`src/rtl/banked_regfile_if.sv`:
```
// rtl/banked_regfile_if.sv - register-file access, interrupt control and status bundle
interface banked_regfile_if #(
    parameter int WIDTH  = 8,
    parameter int NREGS  = 4,
    parameter int NBANKS = 2
);
    localparam int SW = $clog2(NREGS);
    localparam int LW = (NBANKS > 2) ? $clog2(NBANKS) : 1;

    logic [SW-1:0]      ra_sel;
    logic [SW-1:0]      rb_sel;
    logic               wr_en;
    logic [SW-1:0]      wr_sel;
    logic [WIDTH-1:0]   wr_data;
    logic               irq_enter;
    logic               irq_exit;
    logic [2*WIDTH-1:0] ret_addr;
    logic [WIDTH-1:0]   rd_a;
    logic [WIDTH-1:0]   rd_b;
    logic [2*WIDTH-1:0] ret_out;
    logic [LW-1:0]      level;
    logic               in_irq;
    logic               ovf;
    logic               unf;

    modport master (
        output ra_sel, rb_sel, wr_en, wr_sel, wr_data, irq_enter, irq_exit, ret_addr,
        input  rd_a, rd_b, ret_out, level, in_irq, ovf, unf
    );

    modport slave (
        input  ra_sel, rb_sel, wr_en, wr_sel, wr_data, irq_enter, irq_exit, ret_addr,
        output rd_a, rd_b, ret_out, level, in_irq, ovf, unf
    );
endinterface

```
`src/rtl/banked_regfile.sv`:
```
// rtl/banked_regfile.sv - register file with per-interrupt-level banked upper registers
module banked_regfile #(
    parameter int WIDTH     = 8,
    parameter int NREGS     = 4,
    parameter int NBANKS    = 2,
    parameter int BANK_BASE = 2
) (
    input  logic              clk,
    input  logic              nclr,
    banked_regfile_if.slave   bus
);
    localparam int SW = $clog2(NREGS);
    localparam int LW = (NBANKS > 2) ? $clog2(NBANKS) : 1;

    localparam logic [SW-1:0] RET_LO   = SW'(BANK_BASE);
    localparam logic [SW-1:0] RET_HI   = SW'(BANK_BASE + 1);
    localparam logic [LW-1:0] TOP_LVL  = LW'(NBANKS - 1);
    localparam logic [LW-1:0] LVL_ZERO = '0;

    // Global registers live only in bank 0; their copies in other banks stay at reset value.
    logic [WIDTH-1:0] regs [NBANKS][NREGS];
    logic [LW-1:0]    level;
    logic             ovf;
    logic             unf;

    logic             enter_ok;
    logic             exit_ok;
    logic             chain;
    logic             load;
    logic [LW-1:0]    load_bank;
    logic [LW-1:0]    a_bank;
    logic [LW-1:0]    b_bank;
    logic [LW-1:0]    w_bank;

    function automatic logic [LW-1:0] bank_of(input logic [SW-1:0] sel, input logic [LW-1:0] lvl);
        return (sel >= RET_LO) ? lvl : LVL_ZERO;
    endfunction

    always_comb begin
        chain     = bus.irq_enter & bus.irq_exit;
        enter_ok  = bus.irq_enter & ~bus.irq_exit & (level != TOP_LVL);
        exit_ok   = bus.irq_exit & ~bus.irq_enter & (level != LVL_ZERO);
        load      = enter_ok | chain;
        load_bank = enter_ok ? level + LW'(1) : level;
        a_bank    = bank_of(bus.ra_sel, level);
        b_bank    = bank_of(bus.rb_sel, level);
        w_bank    = bank_of(bus.wr_sel, level);
    end

    always_ff @(posedge clk or negedge nclr) begin
        if (!nclr) begin
            for (int b = 0; b < NBANKS; b++) begin
                for (int r = 0; r < NREGS; r++) begin
                    regs[b][r] <= '0;
                end
            end
            level <= '0;
            ovf   <= 1'b0;
            unf   <= 1'b0;
        end else begin
            if (bus.wr_en) begin
                regs[w_bank][bus.wr_sel] <= bus.wr_data;
            end
            // Issued after the write so a colliding ret_addr load takes priority.
            if (load) begin
                regs[load_bank][RET_LO] <= bus.ret_addr[WIDTH-1:0];
                regs[load_bank][RET_HI] <= bus.ret_addr[2*WIDTH-1:WIDTH];
            end
            if (enter_ok) begin
                level <= level + LW'(1);
            end else if (exit_ok) begin
                level <= level - LW'(1);
            end
            if (bus.irq_enter && !bus.irq_exit && level == TOP_LVL) begin
                ovf <= 1'b1;
            end
            if (bus.irq_exit && !bus.irq_enter && level == LVL_ZERO) begin
                unf <= 1'b1;
            end
        end
    end

    assign bus.rd_a    = regs[a_bank][bus.ra_sel];
    assign bus.rd_b    = regs[b_bank][bus.rb_sel];
    assign bus.ret_out = {regs[level][RET_HI], regs[level][RET_LO]};
    assign bus.level   = level;
    assign bus.in_irq  = (level != LVL_ZERO);
    assign bus.ovf     = ovf;
    assign bus.unf     = unf;
endmodule

```
`src/flat_wrapper.sv`:
```
// flat-port wrapper written by rule: the top's interface ports become plain ports
module banked_regfile_flat 
#(
    parameter int WIDTH     = 8,
    parameter int NREGS     = 4,
    parameter int NBANKS    = 2,
    parameter int BANK_BASE = 2
)
  (clk, nclr, bus_ra_sel, bus_rb_sel, bus_wr_en, bus_wr_sel, bus_wr_data, bus_irq_enter, bus_irq_exit, bus_ret_addr, bus_rd_a, bus_rd_b, bus_ret_out, bus_level, bus_in_irq, bus_ovf, bus_unf);
  banked_regfile_if #(.WIDTH(WIDTH), .NREGS(NREGS), .NBANKS(NBANKS)) bus_i ();
  input  logic clk;
  input  logic nclr;
  input wire logic [$bits(bus_i.ra_sel)-1:0] bus_ra_sel;
  input wire logic [$bits(bus_i.rb_sel)-1:0] bus_rb_sel;
  input wire logic [$bits(bus_i.wr_en)-1:0] bus_wr_en;
  input wire logic [$bits(bus_i.wr_sel)-1:0] bus_wr_sel;
  input wire logic [$bits(bus_i.wr_data)-1:0] bus_wr_data;
  input wire logic [$bits(bus_i.irq_enter)-1:0] bus_irq_enter;
  input wire logic [$bits(bus_i.irq_exit)-1:0] bus_irq_exit;
  input wire logic [$bits(bus_i.ret_addr)-1:0] bus_ret_addr;
  output wire logic [$bits(bus_i.rd_a)-1:0] bus_rd_a;
  output wire logic [$bits(bus_i.rd_b)-1:0] bus_rd_b;
  output wire logic [$bits(bus_i.ret_out)-1:0] bus_ret_out;
  output wire logic [$bits(bus_i.level)-1:0] bus_level;
  output wire logic [$bits(bus_i.in_irq)-1:0] bus_in_irq;
  output wire logic [$bits(bus_i.ovf)-1:0] bus_ovf;
  output wire logic [$bits(bus_i.unf)-1:0] bus_unf;
  assign bus_i.ra_sel = bus_ra_sel;
  assign bus_i.rb_sel = bus_rb_sel;
  assign bus_i.wr_en = bus_wr_en;
  assign bus_i.wr_sel = bus_wr_sel;
  assign bus_i.wr_data = bus_wr_data;
  assign bus_i.irq_enter = bus_irq_enter;
  assign bus_i.irq_exit = bus_irq_exit;
  assign bus_i.ret_addr = bus_ret_addr;
  assign bus_rd_a = bus_i.rd_a;
  assign bus_rd_b = bus_i.rd_b;
  assign bus_ret_out = bus_i.ret_out;
  assign bus_level = bus_i.level;
  assign bus_in_irq = bus_i.in_irq;
  assign bus_ovf = bus_i.ovf;
  assign bus_unf = bus_i.unf;
  banked_regfile #(.WIDTH(WIDTH), .NREGS(NREGS), .NBANKS(NBANKS), .BANK_BASE(BANK_BASE)) u_core (.clk(clk), .nclr(nclr), .bus(bus_i));
endmodule
```
`config.mk`:
```
export PLATFORM = sky130hd
export DESIGN_NAME = banked_regfile_flat
export DESIGN_NICKNAME = d
export VERILOG_FILES = /design/src/rtl/banked_regfile_if.sv /design/src/rtl/banked_regfile.sv /design/src/flat_wrapper.sv
export SDC_FILE = /design/constraint.sdc
export NUM_CORES = 1
export LEC_CHECK = 0
export CORE_ASPECT_RATIO = 0.5
export CORE_MARGIN = 2
export CORE_UTILIZATION = 52
export CTS_BUF_LIST = sky130_fd_sc_hd__clkbuf_4
export DETAILED_ROUTE_END_ITERATION = 8
export GPL_ROUTABILITY_DRIVEN = 0
export PLACE_DENSITY = 0.87
export SLEW_MARGIN = 20
export SYNTH_ARGS = -nofsm -noshare
export SYNTH_HDL_FRONTEND = slang
export SYNTH_SLANG_ARGS = --single-unit
```
`constraint.sdc`:
```
create_clock -name clk -period 2.3 [get_ports clk]
set_input_delay 0.69 -clock clk [delete_from_list [all_inputs] [get_ports clk]]
set_output_delay 0.69 -clock clk [all_outputs]
set_load 0.02 [all_outputs]
```
==> reports/metrics.csv, run 1 <==
metric;value;unit
finalSetupViolations;23;
worst_pin_slew;0.4374;ns
cp-start-kind;flip-flop;
drive_gt1_share;43.31;%
synth_top_area_cell;dfrtp_1;
firstDrtPassIters;7;
clock-sinks;51;
fin_nets;378;
path_class;reg2out;
dp_slack;-0.9884;ns
postCtsHoldBufs;0;
maxCapViolations;0;
p_leak;0.001831;µW
crit_path_max_incr_delay;0.48;ns
area_growth;32.64;%
wl_per_cell;20.95;µm
final_util;72.76;%
root_buffer;clkbuf_4;
core.rowCount;19;
reg2reg_from;u_core.bus.in_irq;
hold_path.class;in2async;
failed_checks;negative setup slack;
hpwl;6385;µm
antenna_cells;0;
cts_tree;yes;
synth-main-ff-cell;dfrtp_1;
async_flop_share;100.0;%
ys_types;31;
synth.avg_cell_area;12.16;µm²
hold_viol;0;
outcome;finished, violations left;
crit_chain;buf_6 -> mux2_4 -> a222oi_1 -> o21ai_1 -> buf_4;
fp.coreArea;5563;µm²
end_kind;output pin;
rsz0062_at_grt;yes;
syn_area;3052;µm²
synth_top_area_share;41.82;%
drtIter0Drc;367;
synth_enable_flop_cells;0;
fmax;0.3679;GHz
place_inst;405;
hold_slack;0.2571;ns
grt_pass1_wl;13360;µm
r2r_cells;5;
numCtsBuffers;5;
grt_usage;26.69;%
cp.arrival;2.03;ns
drc_errors;0;
fin_worst_skew;0.01333;ns
first_global_vias;2600;
die_y;58.17;µm
cts_htree_levels;2;
cp.buffers_inverters;2;
vias_per_cell;6.197;
die-width;112.3;µm
crit_family;compound AO/OA/AOI/OAI gates;
synth_seq_cells;51;
clkLatencyLatePin;0.38;ns
syn_nets;286;
antenna_found_initial;0;
powerDensity;785.3;nW/µm²
fin_crit;2.718;ns
yosysSeqAreaShare;41.82;%
post-route-period-util;118.2;%
fin_ws;-0.4181;ns
start_util;54.86;%
clkTransAtPathRegs;0.16;ns
p_total;3179;µW
vias;2584;
instances_no_fill;417;
synth_area_leaders;dfrtp_1 (42%), mux2_2 (19%), mux2i_1 (9.8%), a222oi_1 (4.6%), mux2_4 (3.9%);
ir_drop;0.0003813;V
postSynthCellCount;251;
r2r_end;u_core.regs[47];
clockBufferDepth;2;
rrSetupSlack;0.53;ns
die-area;6535;µm²
slew_headroom;70.74;%
grt-ovfl-total;0;
mostFrequentLayoutCells;mux2_2 (50), dfrtp_1 (50), clkdlybuf4s50_1 (31);
portBuffers;70;
grt_max_degree;52;
maxSlewViolCount;0;
drt-total-wl;8735;µm
crit_slowest_cell;dfrtp_2;
worstPathMaxFanout;6;
worstPathRequired;1.61;ns
yosysWarnings;0;
ant_nets;0;
io_pins;71;
-- synthesized netlist by cell type (4+ instances only) --
cell type / count
a21oi_1: 16
a222oi_1: 14
buf_2: 5
buf_4: 5
dfrtp_1: 51
mux2_1: 4
mux2_2: 52
mux2_4: 8
mux2i_1: 30
nor2_1: 19
nor2b_1: 4
o21ai_1: 14
-- cell type report --
cell class | count | area (µm²)
clock inverters | 3 | 22.52
clock buffers | 5 | 37.54
multi-input cells | 184 | 1704
well taps | 73 | 91.34
repair buffers | 101 | 914.6
fillers | 380 | 1515
flip-flops and latches | 51 | 1277
-- what timing repair did --
item	CTS	global route
gates resized for setup	154	25
setup endpoints to repair	34	32
pin swaps	8	3
setup buffers	1	5
-- cell families after synthesis --
kind of cell / Yosys count / share of synthesized area [%]
AO/OA/AOI/OAI: 47 / 10.17
AND/OR/NAND/NOR: 40 / 8.241
buffers and inverters: 16 / 3.567
multiplexers: 96 / 35.92
XOR/XNOR: 1 / 0.2871
flip-flops: 51 / 41.82
-- report_power, final --
group	leakage [µW]	switching, µW	internal [µW]	total, µW
clock network	0.0000356	315	124	439
registers	0.000583	175	1090	1270
logic	0.00121	700	774	1470
-- per-stage QoR --
step / cell area, µm² / setup TNS [ns]
2_1_floorplan: 3060 / 0
3_3_place_gp: 3979 / -14.55
3_5_place_dp: 3979 / -16.55
4_1_cts: 3990 / -5.179
5_1_grt: 4048 / -7.097
6_report: 4048 / -5.871
-- worst reg2reg max path: cells and delay by family, from the launching register on --
family	cells	cell delay, ns
multiplexers	1	0.27
AND/OR/NAND/NOR	1	0.50
buffers and inverters	2	0.29
flip-flops	1	0.48
AO/OA/AOI/OAI	1	0.12
-- worst max path at each step --
stage                      startpoint           to  slack (ns)  depth (start not counted)
floorplan               bus_rb_sel[1]  bus_rd_b[6]        0.01                          5
global route        u_core.bus.in_irq  bus_rd_b[2]       -0.47                          5
CTS                 u_core.bus.in_irq  bus_rd_a[4]       -0.41                          5
detailed placement      bus_ra_sel[1]  bus_rd_a[4]       -0.99                          5
finish              u_core.bus.in_irq  bus_rd_a[4]       -0.42                          5
global placement        bus_rb_sel[0]  bus_rd_b[1]       -0.95                          5
-- per-layer routing --
metal  vias to the layer above  part of all wire (%)  track usage (%)
li1                       1133                     -                -
met1                      1285                    42            36.27
met2                       138                    47            44.32
met3                        28                   9.1            5.544
met4                         0                   1.7            7.666
met5                         -                     0                0
Note: power is estimated with default switching activity, not from simulation.
==> run 2: changes to the inputs <==
Settings changed: CORE_ASPECT_RATIO 0.5 to unset, CORE_UTILIZATION 52 to 50, CTS_BUF_LIST sky130_fd_sc_hd__clkbuf_4 to sky130_fd_sc_hd__clkbuf_4 sky130_fd_sc_hd__clkbuf_8 sky130_fd_sc_hd__clkbuf_16, HOLD_SLACK_MARGIN set to 0.05, PLACE_DENSITY 0.87 to 0.84.
==> run 2 against run 1 <==
Effect of this change: the flow still finishes with violations (negative setup slack); highest routed layer unchanged; clock power up 21%; sequential share of layout area up 0.26 points; combinational power down 9.5%; hold slack better by 0.077 ns; first-iteration DRC count down 60%; largest power group unchanged; sequential cell count unchanged; clock skew down 0.0053 ns; largest cell class unchanged.
==> reports/metrics.csv, run 2 (synthesized netlist as in run 1, its figures left out) <==
metric;value;unit;change
fp.coreArea;5921;µm²;+6.4%
post-route-period-util;116.0;%;-2.2 points
drtIter0Drc;147;;-60%
drive_gt1_share;42.01;%;-1.3 points
failed_checks;negative setup slack;;
p_leak;0.001795;µW;-2.0%
io_pins;71;;unchanged
cp.arrival;1.98;ns;-0.05 ns
grt_usage;25.39;%;-1.3 points
mostFrequentLayoutCells;mux2_2 (52), dfrtp_1 (50), clkdlybuf4s50_1 (32);;
finalSetupViolations;16;;-30%
maxSlewViolCount;0;;unchanged
maxCapViolations;0;;unchanged
drt-total-wl;8028;µm;-8.1%
worstPathRequired;1.61;ns;about the same
powerDensity;774.8;nW/µm²;-1.3%
vias_per_cell;5.891;;-4.9%
clkTransAtPathRegs;0.10;ns;-0.06 ns
fin_crit;2.667;ns;-0.05125 ns
die-width;82.13;µm;-27%
numCtsBuffers;5;;unchanged
slew_headroom;66.76;%;-4.0 points
grt-ovfl-total;0;;unchanged
fin_worst_skew;0.008009;ns;-0.005316 ns
first_global_vias;2534;;-2.5%
final_common_cell;mux2_2;;
p_total;3111;µW;-2.1%
die-area;6745;µm²;+3.2%
cts_htree_levels;2;;unchanged
antenna_cells;0;;unchanged
clock-sinks;51;;unchanged
wl_per_cell;19.44;µm;-7.2%
dp_slack;-1.092;ns;-0.1034 ns
fin_nets;372;;-1.6%
start_util;51.54;%;-3.3 points
area_growth;31.57;%;
end_kind;output pin;;
instances_no_fill;413;;-0.96%
antenna_found_initial;0;;unchanged
core.rowCount;28;;+9
fin_ws;-0.3669;ns;+0.05125 ns
portBuffers;70;;unchanged
ir_drop;0.0003746;V;-1.8%
vias;2433;;-5.8%
fmax;0.3750;GHz;+1.9%
grt_max_degree;33;;-37%
clkLatencyLatePin;0.31;ns;-0.07 ns
rsz0062_at_grt;yes;;
clockBufferDepth;2;;unchanged
hold_viol;0;;unchanged
nFillCells;461;;+21%
root_buffer;clkbuf_8;;
hold_path.class;in2async;;
hpwl;6083;µm;-4.7%
worst_pin_slew;0.4986;ns;+0.06121 ns
place_inst;405;;unchanged
ant_nets;0;;unchanged
path_class;reg2out;;
drc_errors;0;;unchanged
die_y;82.13;µm;+41%
outcome;finished, violations left;;
cp-start-kind;flip-flop;;
cts_tree;yes;;
grt_pass1_wl;12700;µm;-4.9%
firstDrtPassIters;6;;-1
worstPathMaxFanout;11;;+5
run 2: cell types whose count changed in the layout (fill, tap and decap cells not counted), moves of 2 or more:
| cell | previous run | this run |
|---|---|---|
| mux2_2 | 50 | 52 |
| mux2_4 | 10 | 8 |
| buf_12 | 3 | 6 |
| buf_2 | 15 | 17 |
| clkbuf_8 | 0 | 5 |
| clkbuf_4 | 5 | 1 |
| buf_6 | 18 | 1 |
| clkdlybuf4s15_2 | 0 | 4 |
run 2: power by group:
part / internal [µW] / switching (µW)
Combinational: 681 / 650
Sequential: 1090 / 158
Clock: 225 / 306
Total: 2000 / 1110
run 2: final cells by class:
| class | count | area, µm² | share of cell area, % |
|---|---|---|---|
| Sequential cell | 51 | 1277 | 31.82 |
| Tap cell | 75 | 93.84 | 2.337 |
| Clock buffer | 6 | 76.32 | 1.901 |
| Clock inverter | 2 | 12.51 | 0.3116 |
| Multi-Input combinational cell | 184 | 1703 | 42.41 |
| Timing Repair Buffer | 95 | 852.1 | 21.22 |
run 2: critical path: stages, from the launching register on:
cell      delay, ns
dfrtp_2        0.47
buf_12         0.17
mux2_4         0.31
a222oi_1       0.40
o21ai_2        0.15
buf_6          0.16
run 2: final timing paths:
kind	endpoint	slack, ns	cells past startpoint	from
hold / removal	u_core.bus.unf	0.33	1	nclr
min in group clk	u_core.bus.unf	0.48	1	u_core.bus.unf
hold reg to reg	u_core.bus.unf	0.48	1	u_core.bus.unf
setup reg to reg	u_core.regs[5]	0.69	4	u_core.bus.in_irq
max in group asynchronous	u_core.regs[38]	1.42	2	nclr
setup / recovery	bus_rd_b[6]	-0.37	5	u_core.bus.in_irq
run 2: metal layers:
metal	wire (µm)	global-route usage (%)	share of wire, %
met5	0	0	0
met4	151	9.667	1.9
met3	420	4.130	5.2
met2	4051	43.58	50
met1	3404	32.19	42
run 2: repair_timing:
action | 4_1_cts | 5_1_grt
hold buffers | 0 | 0
setup buffers | 0 | 0
setup endpoints to repair | 32 | 24
endpoints found under the hold margin | 0 | 0
pin swaps | 7 | 8
gates resized for setup | 128 | 12
run 2: through the flow:
step | util, % | hold WS, ns | TNS (ns) | instance area, µm²
after global routing | 67.81 | 0.3628 | -5.313 | 4015
after detailed placement | 67.62 | 0.4550 | -16.41 | 4004
final | 67.81 | 0.3338 | -4.177 | 4015
after CTS | 67.79 | 0.3411 | -4.188 | 4014
after global placement | 67.62 | 0.4454 | -15.29 | 4004
after floorplan | - | 0.3944 | 0 | 3060
==> run 3: changes to the inputs <==
Settings changed: SLEW_MARGIN 20 to 25.
==> results of run 3 <==
Final layout, timing and power as in run 2 (identical DEF).
